<file path="config.mk">
export PLATFORM = sky130hd
export DESIGN_NAME = ppufb
export DESIGN_NICKNAME = d
export VERILOG_FILES = /design/src/rtl/ppufb_pkg.sv /design/src/rtl/pxfifo.sv /design/src/rtl/ppufb.sv
export SDC_FILE = /design/constraint.sdc
export NUM_CORES = 1
export LEC_CHECK = 0
export BUFFER_PORTS_ARGS = -buffer_cell sky130_fd_sc_hd__buf_2
export CORE_ASPECT_RATIO = 0.6
export CORE_UTILIZATION = 40
export DETAILED_ROUTE_END_ITERATION = 7
export SETUP_SLACK_MARGIN = 0.3
export SYNTH_ARGS = -nofsm -noshare
export SYNTH_HDL_FRONTEND = slang
export SYNTH_SLANG_ARGS = --single-unit
export TNS_END_PERCENT = 20
</file>
<file path="constraint.sdc">
create_clock -name clk -period 7.9 [get_ports clk]
set_input_delay 1.58 -clock clk [delete_from_list [all_inputs] [get_ports clk]]
set_output_delay 1.58 -clock clk [all_outputs]
set_load 0.05 [all_outputs]
</file>
<file path="src/rtl/ppufb_pkg.sv">
// Shared types and frame geometry for the PPU framebuffer writer.
// FBWIDTH/FBHEIGHT/FBSTRIDE are also used by the scan-out side.
`ifndef FBWIDTH
`define FBWIDTH 256
`endif
`ifndef FBHEIGHT
`define FBHEIGHT 240
`endif
`ifndef FBSTRIDE
`define FBSTRIDE 32'h0004_0000
`endif

package ppufb_pkg;

  localparam logic [8:0]  FB_W9     = 9'(`FBWIDTH);
  localparam logic [8:0]  FB_H9     = 9'(`FBHEIGHT);
  localparam logic [31:0] FB_STRIDE = `FBSTRIDE;

  typedef struct packed {
    logic        eof;
    logic [7:0]  y;
    logic [7:0]  x;
    logic [23:0] pix;
  } fbent_t;

  // Byte offset of a pixel inside one buffer: one 32-bit word per pixel, 256 words per row.
  function automatic logic [31:0] fb_offset(input logic [7:0] y, input logic [7:0] x);
    return {14'b0, y, x, 2'b00};
  endfunction

endpackage

</file>
<file path="src/rtl/pxfifo.sv">
// Synchronous FIFO with combinational head read; push into a full FIFO is
// accepted when a pop happens on the same edge.
module pxfifo #(
  parameter int W     = 8,
  parameter int DEPTH = 16
) (
  input  logic         clk,
  input  logic         reset,
  input  logic         push,
  input  logic         pop,
  input  logic [W-1:0] din,
  output logic [W-1:0] dout,
  output logic         full,
  output logic         empty
);
  localparam int AW = $clog2(DEPTH);

  logic [W-1:0]  mem [DEPTH];
  logic [AW-1:0] wp, rp;
  logic [AW:0]   cnt;
  logic          do_push, do_pop;

  assign full    = (cnt == (AW+1)'(DEPTH));
  assign empty   = (cnt == '0);
  assign do_pop  = pop && !empty;
  assign do_push = push && (!full || do_pop);
  assign dout    = mem[rp];

  always_ff @(posedge clk) begin
    if (reset) begin
      wp  <= '0;
      rp  <= '0;
      cnt <= '0;
    end else begin
      if (do_push) wp <= wp + 1'b1;
      if (do_pop)  rp <= rp + 1'b1;
      case ({do_push, do_pop})
        2'b10:   cnt <= cnt + 1'b1;
        2'b01:   cnt <= cnt - 1'b1;
        default: cnt <= cnt;
      endcase
    end
  end

  // Storage needs no reset; the head is only consumed while non-empty.
  always_ff @(posedge clk) begin
    if (do_push) mem[wp] <= din;
  end

endmodule

</file>
<file path="src/rtl/ppufb.sv">
// PPU framebuffer writer: buffers visible pixels and writes one word per pixel
// over req/ack. Define FB_DOUBLE_EN for alternating front/back buffers.
import ppufb_pkg::*;

module ppufb #(
  parameter logic [31:0] FBBASE    = 32'h0010_0000,
  parameter int          FIFODEPTH = 16
) (
  input  logic        clk,
  input  logic        reset,
  input  logic [8:0]  outx,
  input  logic [8:0]  outy,
  input  logic        pxvalid,
  input  logic [23:0] pix,
  output logic [31:0] fbaddr,
  output logic [31:0] fbwdata,
  output logic        fbreq,
  input  logic        fback,
  output logic        front,
  output logic        framedone,
  output logic        ovf
);

  fbent_t ent_in, head;
  logic   armed, back, origin, acc, pop, full, empty;

  // The (0,0) pixel both arms the writer and is accepted itself.
  assign origin = pxvalid && (outx == '0) && (outy == '0);
  assign acc    = pxvalid && (outx < FB_W9) && (outy < FB_H9) && (armed || origin);
  assign fbreq  = !empty;
  assign pop    = fbreq && fback;

  always_comb begin
    ent_in     = '0;
    ent_in.eof = (outx == FB_W9 - 9'd1) && (outy == FB_H9 - 9'd1);
    ent_in.y   = outy[7:0];
    ent_in.x   = outx[7:0];
    ent_in.pix = pix;
  end

  pxfifo #(.W($bits(fbent_t)), .DEPTH(FIFODEPTH)) u_fifo (
    .clk   (clk),
    .reset (reset),
    .push  (acc),
    .pop   (pop),
    .din   (ent_in),
    .dout  (head),
    .full  (full),
    .empty (empty)
  );

  always_ff @(posedge clk) begin
    if (reset) begin
      armed     <= 1'b0;
      ovf       <= 1'b0;
      framedone <= 1'b0;
    end else begin
      armed     <= armed | origin;
      framedone <= pop && head.eof;
      if (acc && full && !pop) ovf <= 1'b1;
    end
  end

`ifdef FB_DOUBLE_EN
  always_ff @(posedge clk) begin
    if (reset) begin
      back  <= 1'b0;
      front <= 1'b1;
    end else if (pop && head.eof) begin
      front <= back;
      back  <= !back;
    end
  end
`else
  assign back  = 1'b0;
  assign front = 1'b0;
`endif

  // Address follows the buffer selected when the word is presented, not when it was captured.
  assign fbaddr  = fbreq ? (FBBASE + (back ? FB_STRIDE : 32'h0) + fb_offset(head.y, head.x)) : 32'h0;
  assign fbwdata = fbreq ? {8'h00, head.pix} : 32'h0;

endmodule

</file>
==> reports/results.txt, run 1 <==
total setup buffers inserted after CTS - 0
clock tree sinks - 676
TritonCTS clock tree - built
nets - 1345
setup TNS - 0 ps
H-Tree Depth - 2
I/O Buffers - 89
Hold Fails Final Rpt - 0
Seq/Total Area, Yosys - 0.768
global-route wire length before repair - 81900 µm
die area - 66500 µm²
total power - 6.78 mW
type of the worst setup path - input pin to register
most frequent cell after synthesis - edfxtp_1
area leader, netlist - edfxtp_1
layout cells sized above 1 - 0.293
Initial Util - 0.405
Post-Synth Adder-Cell Area - 0.00382
CTS Hold Bufs - 0
Placer Congestion - 0.762
top-area cell type share of the netlist area - 0.752
number of synthesized flops with an enable pin - 656
min Tclk post-route - 5400 ps
clock power share - 0.409
die height - 200 µm
DP Wirelength - 30600 µm
pwr dens - 230 nW/µm²
main combinational cell family by area after synthesis - multiplexers
Final WS setup - 2500 ps
CTS Buf Count - 58
synth warn - 0
mux contribution to synthesized area - 0.175
Worst setup SP type - input pin
tightest hold margin - 502 ps
row cnt - 72
HP Class - register to register
sw power - 1.34 mW
flop2flop setup slack - 3890 ps
Slew Limit Headroom - 0.239
Post-CTS Resized - 0
Layout area overhead - 12.5%
WL/cell - 25.1 µm
RSZ-0062 raised after global routing - no
Total GRT Usage - 0.166
Worst Skew - 33.1 ps
post-route ant nets - 0
period utilisation layout - 0.683
Residual DRC - 0
post-synthesis cell count - 1177
vias per cell - 5.45
worst-path maximum fanout - 18
initial antenna violation count - 2
Unique masters post-synth - 46
FF+latch count, synth - 676
core outline area - 64600 µm²
Synth Cell Area - 26200 µm²
Worst-path clk slew - 70 ps
1st-pass router iterations - 4
CTS root buf - clkbuf_16
top cells by count, synth - edfxtp_1, mux4_2, mux2i_1
Post-synth ARST share - 0
DIE WIDTH - 332 µm
final wirelength - 54900 µm
Int Pwr - 5.44 mW
post-place setup slack - 1970 ps
xor/xnor cell area share of the yosys netlist - 0.00201
vias in the first global route - 12200
achievable clock frequency - 0.185 GHz
Combinational Power Share - 0.013
remaining global-route overflow - 0
Max IR drop VDD - 0.188 mV
DR iter-0 viols - 1323
via count - 11900
dpl cells - 2082
post-synthesis compound-gate area fraction - 0.0144
buffer depth of the longest clock path - 3
final std cells w/o fill - 2188
Final Max Tran Viols - 0
CP required - 8400 ps
clk_lat worst skew - 620 ps
Simple-Gate Fraction of Synth Area - 0.0179
Avg Inst Size Synth - 22.2 µm²
largest net degree at the start of global routing - 67
outcome - finished, final reports clean
largest cells by area after synthesis - edfxtp_1, mux4_2, mux2i_1
Flop pwr share - 0.578
Worst Max-Slew Pin Slew - 1140 ps
Pleak - 8.97 nW
most common flop cell mapped by yosys - edfxtp_1
max capacitance violation total - 0
switch share - 0.197
crit end category - register
WP data arrival - 5900 ps
Final setup viols - 0
IO Pins - 114
==> metal layers <==
metal	vias up	share of wire	global-route usage
li1	5151	-	-
met1	6419	0.48	0.258
met2	308	0.45	0.243
met3	57	0.053	0.0321
met4	0	0.014	0.0332
met5	-	0	0
==> through the flow <==
step	util	instance area (µm²)
6_report	0.456	29500
5_1_grt	0.456	29500
4_1_cts	0.456	29500
3_5_place_dp	0.428	27600
3_3_place_gp	0.428	27600
2_1_floorplan	-	26300
==> worst paths after layout <==
check	depth (start not counted)	end	start
worst max-delay path	12	u_fifo.cnt[4]	outy[3]
worst min-delay path	2	armed	armed
worst max register to register	11	u_fifo.cnt[4]	u_fifo.cnt[2]
worst min register to register	2	armed	armed
==> logic make-up (layout without fill, tap and decap cells) <==
group	Yosys count	count (layout)
multiplexers	252	252
AO/OA/AOI/OAI	60	60
buffers and inverters	94	230
XOR/XNOR	6	6
flip-flops	676	676
adder cells (fa/ha/maj)	8	8
AND/OR/NAND/NOR	80	80
other	1	25
==> cells in the final DEF, fill, tap and decap left out, drive strengths merged, types with 17 or more instances in the layout <==
cell type	count
mux4	164
conb	24
buf	119
dfxtp	20
o22ai	42
edfxtp	656
clkinv	17
clkbuf	81
mux2i	83
nor2	23
==> power groups by stage <==
stage | Sequential [mW] | Combinational (mW) | Clock (mW)
final | 3.92 | 0.0879 | 2.77
after detailed placement | 4.00 | 0.0889 | 0
after global placement | 4.00 | 0.0844 | 0
after CTS | 3.92 | 0.0886 | 2.83
after floorplan | 4.00 | 0.0372 | 0
after global routing | 3.92 | 0.0963 | 2.96
==> registers in the layout, summed over array words and instances (netlist names), named ones only <==
| register | flops |
|---|---|
| u_fifo.rp | 4 |
| u_fifo.cnt | 5 |
| ovf | 1 |
| u_fifo.mem | 656 |
| framedone | 1 |
| u_fifo.wp | 4 |
| armed | 1 |
==> worst max-delay path, cell delays in order <==
cell and delay [ps]:
buf_2 190, nor4_1 680, a41oi_1 350, nor3_2 580
clkinv_1 640, ha_1 510, xor2_1 180, ha_1 190
a21oi_1 250, a32oi_1 150, a31oi_1 220, mux2_2 350
==> final cells by class <==
type                            instances  area, µm²
Sequential cell                       676      20100
Clock buffer                           81       1600
Inverter                                6       22.5
Multi-Input combinational cell        430       5750
Clock inverter                         24        215
Timing Repair Buffer                  119        696
Fill cell                            5312      35100
Antenna cell                            1       2.50
Tap cell                              851       1060
(Power assumes the default switching activity.)
==> run 2, diff against run 1 <==
- ABC_AREA: unset -> 1
- clock period: 7.9 -> 4.47 ns (I/O delays scaled with it)
==> reports/results.txt, run 2 <==
outcome - finished, final reports clean (unchanged)
dpl cells - 3185 (was 2082)
tightest hold margin - 454 ps (was 502 ps)
crit end category - output port (was register)
period utilisation layout - 0.877
Residual DRC - 0 (unchanged)
achievable clock frequency - 0.255 GHz
Worst Skew - 13.2 ps (was 33.1 ps)
Final WS setup - 550 ps (was 2500 ps)
FF+latch count, synth - 676 (unchanged)
most frequent cell after synthesis - edfxtp_1 (unchanged)
Layout area overhead - 13.0% (was 12.5%)
Combinational Power Share - 0.319 (was 0.013)
Max IR drop VDD - 0.525 mV (was 0.188 mV)
Simple-Gate Fraction of Synth Area - 0.145 (was 0.0179)
final wirelength - 68600 µm (was 54900 µm)
max capacitance violation total - 0 (unchanged)
final core utilization - 0.463 (was 0.456)
top cells by count, synth - edfxtp_1, nand2_1, nor2_1 (was edfxtp_1, mux4_2, mux2i_1)
type of the worst setup path - register to output port (was input pin to register)
area leader, netlist - edfxtp_1 (unchanged)
Fillers - 5969 (was 5312)
remaining global-route overflow - 0 (unchanged)
Flop pwr share - 0.390 (was 0.578)
nets - 2401 (was 1345)
commonest cells after routing, fill and taps aside - edfxtp_1, nand2_1, a21oi_1 (was edfxtp_1, mux4_2, buf_2)
mux contribution to synthesized area - 0 (was 0.175)
xor/xnor cell area share of the yosys netlist - 0.00256 (was 0.00201)
top-area cell type share of the netlist area - 0.719 (was 0.752)
Pleak - 11.0 nW (was 8.97 nW)
final instance area - 31000 µm² (was 29500 µm²)
Worst setup SP type - register (was input pin)
H-Tree Depth - 2 (unchanged)
Total GRT Usage - 0.196 (was 0.166)
total power - 18.0 mW (was 6.78 mW)
vias in the first global route - 16500 (was 12200)
Avg Inst Size Synth - 12.1 µm² (was 22.2 µm²)
Slew Limit Headroom - 0.315 (was 0.239)
main combinational cell family by area after synthesis - simple AND/OR/NAND/NOR gates (was multiplexers)
post-synthesis compound-gate area fraction - 0.0787 (was 0.0144)
Worst Max-Slew Pin Slew - 1030 ps (was 1140 ps)
Synth Cell Area - 27400 µm² (was 26200 µm²)
Top reg by flops - u_fifo.mem (unchanged)
initial antenna violation count - 1 (was 2)
max reg flops - 656 (unchanged)
clk_lat worst skew - 610 ps (was 620 ps)
DP Wirelength - 38800 µm (was 30600 µm)
die height - 205 µm (was 200 µm)
WP data arrival - 3030 ps (was 5900 ps)
layout cells sized above 1 - 0.111 (was 0.293)
post-place setup slack - 590 ps (was 1970 ps)
worst-path maximum fanout - 81 (was 18)
total setup buffers inserted after CTS - 0 (unchanged)
Int Pwr - 11.4 mW (was 5.44 mW)
via count - 17400 (was 11900)
CTS Buf Count - 60 (was 58)
Seq/Total Area, Yosys - 0.733 (was 0.768)
sw power - 6.69 mW (was 1.34 mW)
vias per cell - 5.27 (was 5.45)
DR iter-0 viols - 1741 (was 1323)
post-placement cell area - 29000 µm² (was 27600 µm²)
post-route ant nets - 0 (unchanged)
largest net degree at the start of global routing - 167 (was 67)
min Tclk post-route - 3920 ps
clock power share - 0.292 (was 0.409)
Placer Congestion - 0.799 (was 0.762)
final std cells w/o fill - 3297 (was 2188)
Final Max Tran Viols - 0 (unchanged)
1st-pass router iterations - 5 (was 4)
die area - 69600 µm² (was 66500 µm²)
Unique masters post-synth - 25 (was 46)
Post-Synth Adder-Cell Area - 0.00365 (was 0.00382)
buffer depth of the longest clock path - 3 (unchanged)
setup TNS - 0 ps (unchanged)
commonest non-fill, non-tap cell in the layout - edfxtp_1 (unchanged)
TritonCTS clock tree - built (unchanged)
largest registers - u_fifo.mem: 656 flops, u_fifo.cnt: 5 flops (unchanged)
Hold Fails Final Rpt - 0 (unchanged)
clock tree sinks - 676 (unchanged)
DIE WIDTH - 340 µm (was 332 µm)
HP Class - register to register (unchanged)
most common flop cell mapped by yosys - edfxtp_1 (unchanged)
post-synthesis cell count - 2274 (was 1177)
switch share - 0.371 (was 0.197)
I/O Buffers - 89 (unchanged)
row cnt - 73 (was 72)
number of synthesized flops with an enable pin - 656 (unchanged)
Initial Util - 0.409 (was 0.405)
Worst-path clk slew - 70 ps (about the same)
Post-synth ARST share - 0 (unchanged)
WL/cell - 20.8 µm (was 25.1 µm)
global-route wire length before repair - 103000 µm (was 81900 µm)
IO Pins - 114 (unchanged)
CTS root buf - clkbuf_16 (unchanged)
pwr dens - 583 nW/µm² (was 230 nW/µm²)
CP required - 3580 ps (was 8400 ps)
core outline area - 67000 µm² (was 64600 µm²)
RSZ-0062 raised after global routing - no (unchanged)
largest cells by area after synthesis - edfxtp_1, nand2_1, a21oi_1 (was edfxtp_1, mux4_2, mux2i_1)
Final setup viols - 0 (unchanged)
synth warn - 0 (unchanged)
==> run 2: what timing repair did <==
action                                  4_1_cts  5_1_grt
hold buffers                                  0        0
endpoints found under the setup margin        0        3
gates resized for setup                       0        1
==> run 2: cell families after synthesis <==
family                   after synthesis
adder cells (fa/ha/maj)                8
XOR/XNOR                               8
AND/OR/NAND/NOR                      997
AO/OA/AOI/OAI                        390
buffers and inverters                194
other                                  1
flip-flops                           676
==> run 2: power by group through the flow <==
| stage | sequential, mW | combinational, mW | clock, mW |
|---|---|---|---|
| 6_report | 7.03 | 5.75 | 5.26 |
| 5_1_grt | 7.03 | 6.28 | 5.60 |
| 4_1_cts | 7.03 | 5.81 | 5.36 |
| 3_5_place_dp | 7.16 | 5.79 | 0 |
| 3_3_place_gp | 7.16 | 5.72 | 0 |
| 2_1_floorplan | 7.16 | 4.19 | 0 |
==> run 2: worst paths after layout <==
check                                    from                  to  slack, ps  depth (start not counted)
worst max-delay path                 register           fbaddr[6]        550                          6
worst max register to register  u_fifo.cnt[1]  u_fifo.mem[14][21]       1860                          9
worst min-delay path                      ovf                 ovf        450                          2
worst min register to register            ovf                 ovf        450                          2
==> run 2: layout make-up <==
| cell class | instances | area, µm² | area share |
|---|---|---|---|
| Timing Repair Buffer | 152 | 1110 | 0.0358 |
| Clock buffer | 83 | 1660 | 0.0536 |
| Inverter | 30 | 123 | 0.00396 |
| Antenna cell | 1 | 2.50 | 0.0000808 |
| Clock inverter | 28 | 319 | 0.0103 |
| Tap cell | 900 | 1130 | 0.0364 |
| Multi-Input combinational cell | 1427 | 6530 | 0.211 |
| Sequential cell | 676 | 20100 | 0.649 |
==> run 2: worst max-delay path: stages, from the launching register on <==
cell and delay (ps):
dfxtp_1 300, buf_4 230, inv_4 750, buf_4 350, o31ai_1 110, a21oi_1 260, buf_2 330
==> run 2: per-layer routing <==
layer	global-route usage	vias up	routed length [µm]
met3	0.0367	85	4810
met2	0.298	579	30300
met4	0.0430	0	1330
met1	0.291	8534	32100
met5	0	-	0
li1	-	8168	-
==> run 3, diff against run 2 <==
- RECOVER_POWER: unset -> 25
==> reports/results.txt, run 3 (synthesized netlist as in run 2, its figures left out) <==
outcome - finished, final reports clean (unchanged)
Placer Congestion - 0.799 (unchanged)
WL/cell - 20.8 µm (about the same)
global-route wire length before repair - 103000 µm (unchanged)
max capacitance violation total - 0 (unchanged)
DIE WIDTH - 340 µm (unchanged)
Max IR drop VDD - 0.526 mV (was 0.525 mV)
Hold Path Depth - 2 (unchanged)
Worst setup SP type - register (unchanged)
hold path start - ovf (unchanged)
die area - 69600 µm² (unchanged)
post-route ant nets - 0 (unchanged)
Worst Max-Slew Pin Slew - 1030 ps (about the same)
IO Pins - 114 (unchanged)
final std cells w/o fill - 3296 (was 3297)
vias in the first global route - 16500 (unchanged)
nets - 2401 (unchanged)
total setup buffers inserted after CTS - 0 (unchanged)
final wirelength - 68600 µm (about the same)
WP data arrival - 3030 ps (about the same)
flop2flop setup slack - 1860 ps (about the same)
worst-path maximum fanout - 82 (was 81)
pwr dens - 583 nW/µm² (about the same)
Worst Reg-to-Reg Cells - 9 (unchanged)
clk_lat worst skew - 620 ps (was 610 ps)
Final setup viols - 0 (unchanged)
RSZ-0062 raised after global routing - no (unchanged)
crit end category - output port (unchanged)
CTS Buf Count - 60 (unchanged)
achievable clock frequency - 0.255 GHz (about the same)
Worst Skew - 13.3 ps (was 13.2 ps)
DR iter-0 viols - 1758 (was 1741)
H-Tree Depth - 2 (unchanged)
type of the worst setup path - register to output port (unchanged)
clock tree sinks - 676 (unchanged)
commonest non-fill, non-tap cell in the layout - edfxtp_1 (unchanged)
Worst-path clk slew - 60 ps (was 70 ps)
TritonCTS clock tree - built (unchanged)
min Tclk post-route - 3920 ps (about the same)
buffer depth of the longest clock path - 3 (unchanged)
CTS root buf - clkbuf_16 (unchanged)
Final WS setup - 547 ps (was 550 ps)
Layout area overhead - 12.9% (was 13.0%)
Largest stage delay, worst path - 380 ps (was 750 ps)
via count - 17300 (was 17400)
Initial Util - 0.409 (unchanged)
Final Max Tran Viols - 0 (unchanged)
setup TNS - 0 ps (unchanged)
initial antenna violation count - 0 (was 1)
CP required - 3580 ps (about the same)
row cnt - 73 (unchanged)
Residual DRC - 0 (unchanged)
layout cells sized above 1 - 0.101 (was 0.111)
Slew Limit Headroom - 0.315 (about the same)
CP Cell Sequence - inv_8, buf_4, nand2_1, nand3_1, nand2_1, a21oi_1, o31ai_1, a21oi_1, buf_2 (was buf_4, inv_4, buf_4, o31ai_1, a21oi_1, buf_2)
remaining global-route overflow - 0 (unchanged)
die height - 205 µm (unchanged)
commonest cells after routing, fill and taps aside - edfxtp_1, nand2_1, a21oi_1 (unchanged)
HP Class - register to register (unchanged)
dpl cells - 3185 (unchanged)
worst hold endpoint - ovf (unchanged)
1st-pass router iterations - 7 (was 5)
Fillers - 5982 (was 5969)
Diodes inserted - 0 (was 1)
CP max-delay cell - dfxtp_4 (was inv_4)
largest registers - u_fifo.mem: 656 flops, u_fifo.cnt: 5 flops (unchanged)
r2r endpoint - u_fifo.mem[14][25] (was u_fifo.mem[14][21])
max reg flops - 656 (unchanged)
DP Wirelength - 38800 µm (unchanged)
Top reg by flops - u_fifo.mem (unchanged)
core outline area - 67000 µm² (unchanged)
Total GRT Usage - 0.196 (unchanged)
largest net degree at the start of global routing - 167 (unchanged)
reg2reg start - u_fifo.cnt[1] (unchanged)
I/O Buffers - 89 (unchanged)
Pleak - 10.9 nW (was 11.0 nW)
vias per cell - 5.26 (was 5.27)
Hold Fails Final Rpt - 0 (unchanged)
period utilisation layout - 0.878 (was 0.877)
post-place setup slack - 590 ps (unchanged)
[run 3: metal layers]
layer	vias to the layer above	GRT usage	wire length [µm]
met5	-	0	0
met4	0	0.0430	1340
met3	88	0.0367	4850
met2	547	0.298	30300
met1	8541	0.291	32200
li1	8164	-	-
[run 3: layout make-up]
class,instances,area (µm²),area share
Clock buffer,83,1660,0.0536
Clock inverter,28,319,0.0103
Inverter,30,123,0.00396
Multi-Input combinational cell,1427,6530,0.211
Sequential cell,676,20100,0.650
Tap cell,900,1130,0.0364
Timing Repair Buffer,152,1080,0.0348
[run 3: stage by stage]
stage / power [mW] / util / instance area, µm² / hold WS, ps
2_1_floorplan: 11.3 / - / 27500 / 436
6_report: 18.1 / 0.462 / 30900 / 455
4_1_cts: 18.2 / 0.463 / 31000 / 457
3_5_place_dp: 13.0 / 0.433 / 29000 / 447
5_1_grt: 18.9 / 0.462 / 30900 / 477
3_3_place_gp: 12.9 / 0.433 / 29000 / 448
[run 3: worst max-delay path by stage]
| stage | from | endpoint | slack [ps] | cells past startpoint |
|---|---|---|---|---|
| 2_1_floorplan | outy[8] | u_fifo.mem[11][0] | 480 | 7 |
| 3_3_place_gp | outx[1] | u_fifo.mem[14][21] | 640 | 11 |
| 3_5_place_dp | outx[1] | u_fifo.mem[14][22] | 590 | 11 |
| 4_1_cts | register | fbaddr[4] | 360 | 8 |
| 5_1_grt | register | fbaddr[4] | 330 | 9 |
| 6_report | register | fbaddr[4] | 550 | 9 |
[run 3: report_power, final]
part,leakage [nW],internal (mW),switching (mW)
clock network,0.964,2.99,2.27
logic,3.86,1.38,4.38
registers,6.06,6.98,0.0482
total,10.9,11.4,6.70
[run 3: worst max-delay path, delay by kind of cell (launching register included)]
family | cells | cell delay (ps)
AO/OA/AOI/OAI | 3 | 680
buffers and inverters | 3 | 1080
flip-flops | 1 | 380
AND/OR/NAND/NOR | 3 | 240
[run 3: what timing repair did]
| item | in CTS | in global routing |
|---|---|---|
| hold endpoints to repair | 0 | 0 |
| setup endpoints to repair | 0 | 3 |
| hold buffers | 0 | 0 |
| gates resized for setup | 0 | 1 |
